## src/rtl/udp_frame_arbiter.sv

```systemverilog
// Frame-granular round-robin read arbiter for NUM_SRC tagged byte ring buffers.
// Optional frame length reporting is enabled by defining UDP_ARB_LEN_EN.
module udp_frame_arbiter #(
    parameter int NUM_SRC = 2,
    parameter int GNT_W   = 1
) (
    input  logic                 clk,
    input  logic                 rst,
    input  logic [NUM_SRC-1:0]   src_empty,
    input  logic [8*NUM_SRC-1:0] src_data,
    input  logic [NUM_SRC-1:0]   src_first,
    input  logic [NUM_SRC-1:0]   src_last,
    output logic [NUM_SRC-1:0]   src_rd_en,
    output logic [7:0]           out_data,
    output logic                 out_first,
    output logic                 out_last,
    output logic                 out_valid,
    input  logic                 out_ready,
    output logic [GNT_W-1:0]     out_src,
    output logic                 err_sync
`ifdef UDP_ARB_LEN_EN
    ,
    output logic [15:0]          out_len,
    output logic                 out_len_valid
`endif
);

    typedef enum logic [1:0] {S_IDLE, S_FETCH, S_LATCH, S_HOLD} state_t;

    state_t           r_state;
    logic [GNT_W-1:0] r_grant;
    logic [GNT_W-1:0] r_rr_last;
    logic             r_new_frame;
    logic [7:0]       r_out_data;
    logic             r_out_first;
    logic             r_out_last;
    logic             r_out_valid;
    logic             r_err_sync;

    logic             w_any;
    logic [GNT_W-1:0] w_pick;
    logic [GNT_W-1:0] w_idx;
    logic [7:0]       w_byte;

    // Search starts one past the last source that completed a frame.
    always_comb begin
        w_any  = 1'b0;
        w_pick = '0;
        w_idx  = '0;
        for (int unsigned i = 1; i <= NUM_SRC; i++) begin
            w_idx = GNT_W'((32'(r_rr_last) + i) % NUM_SRC);
            if (!w_any && !src_empty[w_idx]) begin
                w_any  = 1'b1;
                w_pick = w_idx;
            end
        end
    end

    // The strobe is decoded from state so the byte lands exactly in LATCH.
    always_comb begin
        src_rd_en = '0;
        if (r_state == S_FETCH && !src_empty[r_grant])
            src_rd_en[r_grant] = 1'b1;
    end

    assign w_byte = src_data[{r_grant, 3'b000} +: 8];

    always_ff @(posedge clk) begin
        if (rst) begin
            r_state     <= S_IDLE;
            r_grant     <= '0;
            r_rr_last   <= GNT_W'(NUM_SRC - 1);
            r_new_frame <= 1'b0;
            r_out_data  <= '0;
            r_out_first <= 1'b0;
            r_out_last  <= 1'b0;
            r_out_valid <= 1'b0;
            r_err_sync  <= 1'b0;
        end else begin
            r_err_sync <= 1'b0;
            case (r_state)
                S_IDLE: begin
                    r_out_valid <= 1'b0;
                    if (w_any) begin
                        r_grant     <= w_pick;
                        r_new_frame <= 1'b1;
                        r_state     <= S_FETCH;
                    end
                end
                S_FETCH: begin
                    if (!src_empty[r_grant])
                        r_state <= S_LATCH;
                end
                S_LATCH: begin
                    r_out_data  <= w_byte;
                    r_out_first <= src_first[r_grant] | r_new_frame;
                    r_out_last  <= src_last[r_grant];
                    r_out_valid <= 1'b1;
                    if (r_new_frame)
                        r_err_sync <= ~src_first[r_grant];
                    r_new_frame <= 1'b0;
                    r_state     <= S_HOLD;
                end
                S_HOLD: begin
                    if (out_ready) begin
                        r_out_valid <= 1'b0;
                        if (r_out_last) begin
                            r_rr_last <= r_grant;
                            r_state   <= S_IDLE;
                        end else begin
                            r_state <= S_FETCH;
                        end
                    end
                end
                default: r_state <= S_IDLE;
            endcase
        end
    end

    assign out_data  = r_out_data;
    assign out_first = r_out_first;
    assign out_last  = r_out_last;
    assign out_valid = r_out_valid;
    assign out_src   = r_grant;
    assign err_sync  = r_err_sync;

`ifdef UDP_ARB_LEN_EN
    logic [15:0] r_len_cnt;
    logic [15:0] r_out_len;
    logic        r_len_valid;
    logic [15:0] w_len_next;

    assign w_len_next = (r_len_cnt == '1) ? r_len_cnt : r_len_cnt + 16'd1;

    always_ff @(posedge clk) begin
        if (rst) begin
            r_len_cnt   <= '0;
            r_out_len   <= '0;
            r_len_valid <= 1'b0;
        end else begin
            r_len_valid <= 1'b0;
            if (r_state == S_IDLE && w_any) begin
                r_len_cnt <= '0;
            end else if (r_state == S_HOLD && out_ready) begin
                r_len_cnt <= w_len_next;
                if (r_out_last) begin
                    r_out_len   <= w_len_next;
                    r_len_valid <= 1'b1;
                end
            end
        end
    end

    assign out_len       = r_out_len;
    assign out_len_valid = r_len_valid;
`endif

endmodule

```

## config.mk

```make
export PLATFORM = sky130hd
export DESIGN_NAME = udp_frame_arbiter
export DESIGN_NICKNAME = d
export VERILOG_FILES = /design/src/rtl/udp_frame_arbiter.sv
export SDC_FILE = /design/constraint.sdc
export NUM_CORES = 1
export LEC_CHECK = 0
export BUFFER_PORTS_ARGS = -buffer_cell sky130_fd_sc_hd__buf_2
export CAP_MARGIN = 20
export CORE_MARGIN = 1.5
export CORE_UTILIZATION = 30
export CTS_BUF_LIST = sky130_fd_sc_hd__clkbuf_4 sky130_fd_sc_hd__clkbuf_8 sky130_fd_sc_hd__clkbuf_16
export CTS_CLUSTER_DIAMETER = 150
export DETAILED_ROUTE_END_ITERATION = 12
export PLACE_DENSITY = 0.63
export SLEW_MARGIN = 20
export SYNTH_ARGS = -nofsm -noshare
export SYNTH_HDL_FRONTEND = slang
export SYNTH_SLANG_ARGS = --single-unit
export TNS_END_PERCENT = 30
```

## constraint.sdc

```tcl
create_clock -name clk -period 1.8 [get_ports clk]
set_input_delay 0.09 -clock clk [delete_from_list [all_inputs] [get_ports clk]]
set_output_delay 0.09 -clock clk [all_outputs]
set_load 0.03 [all_outputs]
```

==> reports/results.tsv <==
metric	value	unit
outcome	completed	
nets	164	
post-route ant nets	0	
routability congestion estimate	0.768	
non-filler instance count after layout	164	
GR Overflow Total	0	
critical path fanouts, max	5	
fmax	0.630	GHz
design area	1130	um^2
H-tree depth	1	
worst hold start	src_first[1]	
CTS tree	done	
Area Growth Syn to Fin	29.4	%
placed cell count	160	
total CTS buffers	3	
DIE AREA	3240	um^2
clk_skew	1.18	ps
CP startpoint kind	flop	
reg-to-reg slack, setup	270	ps
Routed wire per std cell	11.8	um
die height	57.0	um
gr usage total	0.121	
Tcrit/Tclk final	0.882	
Comb power frac	0.511	
Worst Hold Class	input pin to flop	
drt via density	4.91	
hpwl dp	1.52	mm
root buffer cell	clkbuf_4	
drt initial violations	9	
WP data required	1710	ps
final wirelength	1.93	mm
io pins	40	
total core area	2760	um^2
# resized after CTS	0	
pre-CTS WS	316	ps
ANT cells	0	
Critical Path AT	1500	ps
Reg-to-Reg Start	r_state[0]$_SDFFE_PP0P_	
Worst R2R Path Depth	5	
hold_ws	95.1	ps
Setup crit end kind	output port	
Rows	19	
Period minus WS final	1590	ps
pin count of the biggest net entering global routing	16	
Crit Path Class	flop to output port	
syn_area_per_cell	9.49	um^2
RSZ-0062 raised after global routing	false	
final hold violation count	0	
Setup TNS Final	0	ps
Synth cell types	26	
PD cells	1450	nW/um^2
Yosys reg bits	17	
Final Max Slew Viols	0	
CTS hold repair buffers	0	
leakage	0.541	nW
first-pass iteration count of the detailed router	4	
overall die width	57.0	um
area post-placement	1100	um^2
maxcap violations	0	
# port buffers	39	
Worst VDD drop	0.687	mV
drt drc	0	
Cell Area, Synth	873	um^2
Sw Pwr	723	uW
headroom to the max-slew limit	0.792	
Gate Count Post-Synth	92	
Worst Hold End	err_sync$_SDFF_PP0_	
Initial Util	0.317	
vias in the first global route	746	
number of synthesis warnings	0	
clock sink total	17	
Hold Crit Depth	3	
Worst-Margin Slew	312	ps
sequential power share	0.361	
worst-case clock buffer depth	2	
clock share of power	0.128	
cell internal pwr	913	uW
Seq/Total Area, Yosys	0.390	
Setup violations, final	0	
post-route setup slack	212	ps
first-pass GRT wire length	3.10	mm
Clock Pin Slew Worst Setup and Hold Paths	100	ps
r2r endpoint	r_state[0]$_SDFFE_PP0P_	
syn_nets	122	
share of layout cells above drive strength 1	0.376	
via count	806	
post-CTS setup buffer count	0	
Worst-Skew Late Latency	300	ps
initial antenna violation count	0	
Sw Ratio	0.442	
## worst max path at each step
stage	from	endpoint	cells past startpoint
final	r_state[1]$_SDFFE_PP0P_	src_rd_en[0]	4
after global routing	r_state[1]$_SDFFE_PP0P_	src_rd_en[0]	4
after CTS	r_state[1]$_SDFFE_PP0P_	src_rd_en[0]	4
after detailed placement	r_state[0]$_SDFFE_PP0P_	r_state[0]$_SDFFE_PP0P_	5
after global placement	r_state[0]$_SDFFE_PP0P_	r_state[0]$_SDFFE_PP0P_	5
after floorplan	out_src$_SDFFE_PP0P_	src_rd_en[0]	3
## worst max-delay path, stage by stage (launching register included)
cell,delay [ps]
dfxtp_1,370
inv_1,130
ha_1,270
nor3b_1,210
buf_2,220
## final cells by class
cell class	count	area, um^2
clock buffers	3	22.5
clock inverters	1	5.00
fillers	275	1630
inverters	5	18.8
multi-input cells	65	487
flip-flops and latches	17	340
well taps	31	38.8
repair buffers	42	218
## layer usage
metal / GRT usage / share of wire
met5: 0 / 0
met4: 0.0299 / 0.0098
met3: 0.0385 / 0.064
met2: 0.228 / 0.52
met1: 0.128 / 0.40
## state kept, by name, summed over array words and instances, names as in the netlist
name         cells
out_data         8
r_state          2
err_sync         1
out_first        1
out_last         1
out_src          1
out_valid        1
r_new_frame      1
r_rr_last        1
## Yosys cell counts
master    count  area, um^2
o21bai_1      1        7.51
a21boi_0      1        7.51
buf_2         1        5.00
nor2_1       11        41.3
and3_1        1        6.26
nor3b_1       1        7.51
ha_1          5        62.6
clkbuf_1      3        11.3
mux2_4        1        15.0
o31ai_1       1        7.51
and3b_1       2        17.5
nand3_1       1        5.00
nor2b_1       2        12.5
a211oi_1     10        75.1
nor3_1        1        5.00
or3b_2        1        8.76
inv_1         5        18.8
mux2i_1      12         120
buf_6         1        11.3
dfxtp_1      17         340
a211o_1       1        8.76
nand2_1       6        22.5
a21oi_1       3        15.0
a211oi_4      1        20.0
mux2_2        1        11.3
o21ai_0       2        10.0
## layout by cell type, fill, tap and decap left out, drive strengths merged, types with 2 or more instances in the layout
cell type,instances
inv,5
o21ai,2
ha,5
nor2b,2
mux2i,12
a211oi,11
dfxtp,17
a21oi,3
nand2,6
nor2,11
mux2,2
and3b,2
buf,42
clkbuf,3
## power by group through the flow
stage               clock (mW)  sequential, mW  combinational, mW
global placement             0           0.589              0.818
CTS                      0.215           0.590              0.842
global route             0.231           0.610              0.903
finish                   0.209           0.591              0.835
detailed placement           0           0.593              0.842
floorplan                    0           0.746              0.461
## cells by family (layout without fill, tap and decap cells)
group,count (synthesis),count (layout),synth area share
and+or+nand+nor,26,26,0.145
AOI/OAI and AO/OA,20,20,0.173
DFF,17,17,0.390
muxes,14,14,0.168
buffers and inverters,10,51,0.0530
adders and majority gates,5,5,0.0716
## per-stage QoR
stage | utilization | power, mW
after floorplan | - | 1.21
after global routing | 0.410 | 1.74
final | 0.410 | 1.64
after CTS | 0.410 | 1.65
after global placement | 0.400 | 1.41
after detailed placement | 0.400 | 1.43
(Power assumes the default switching activity.)
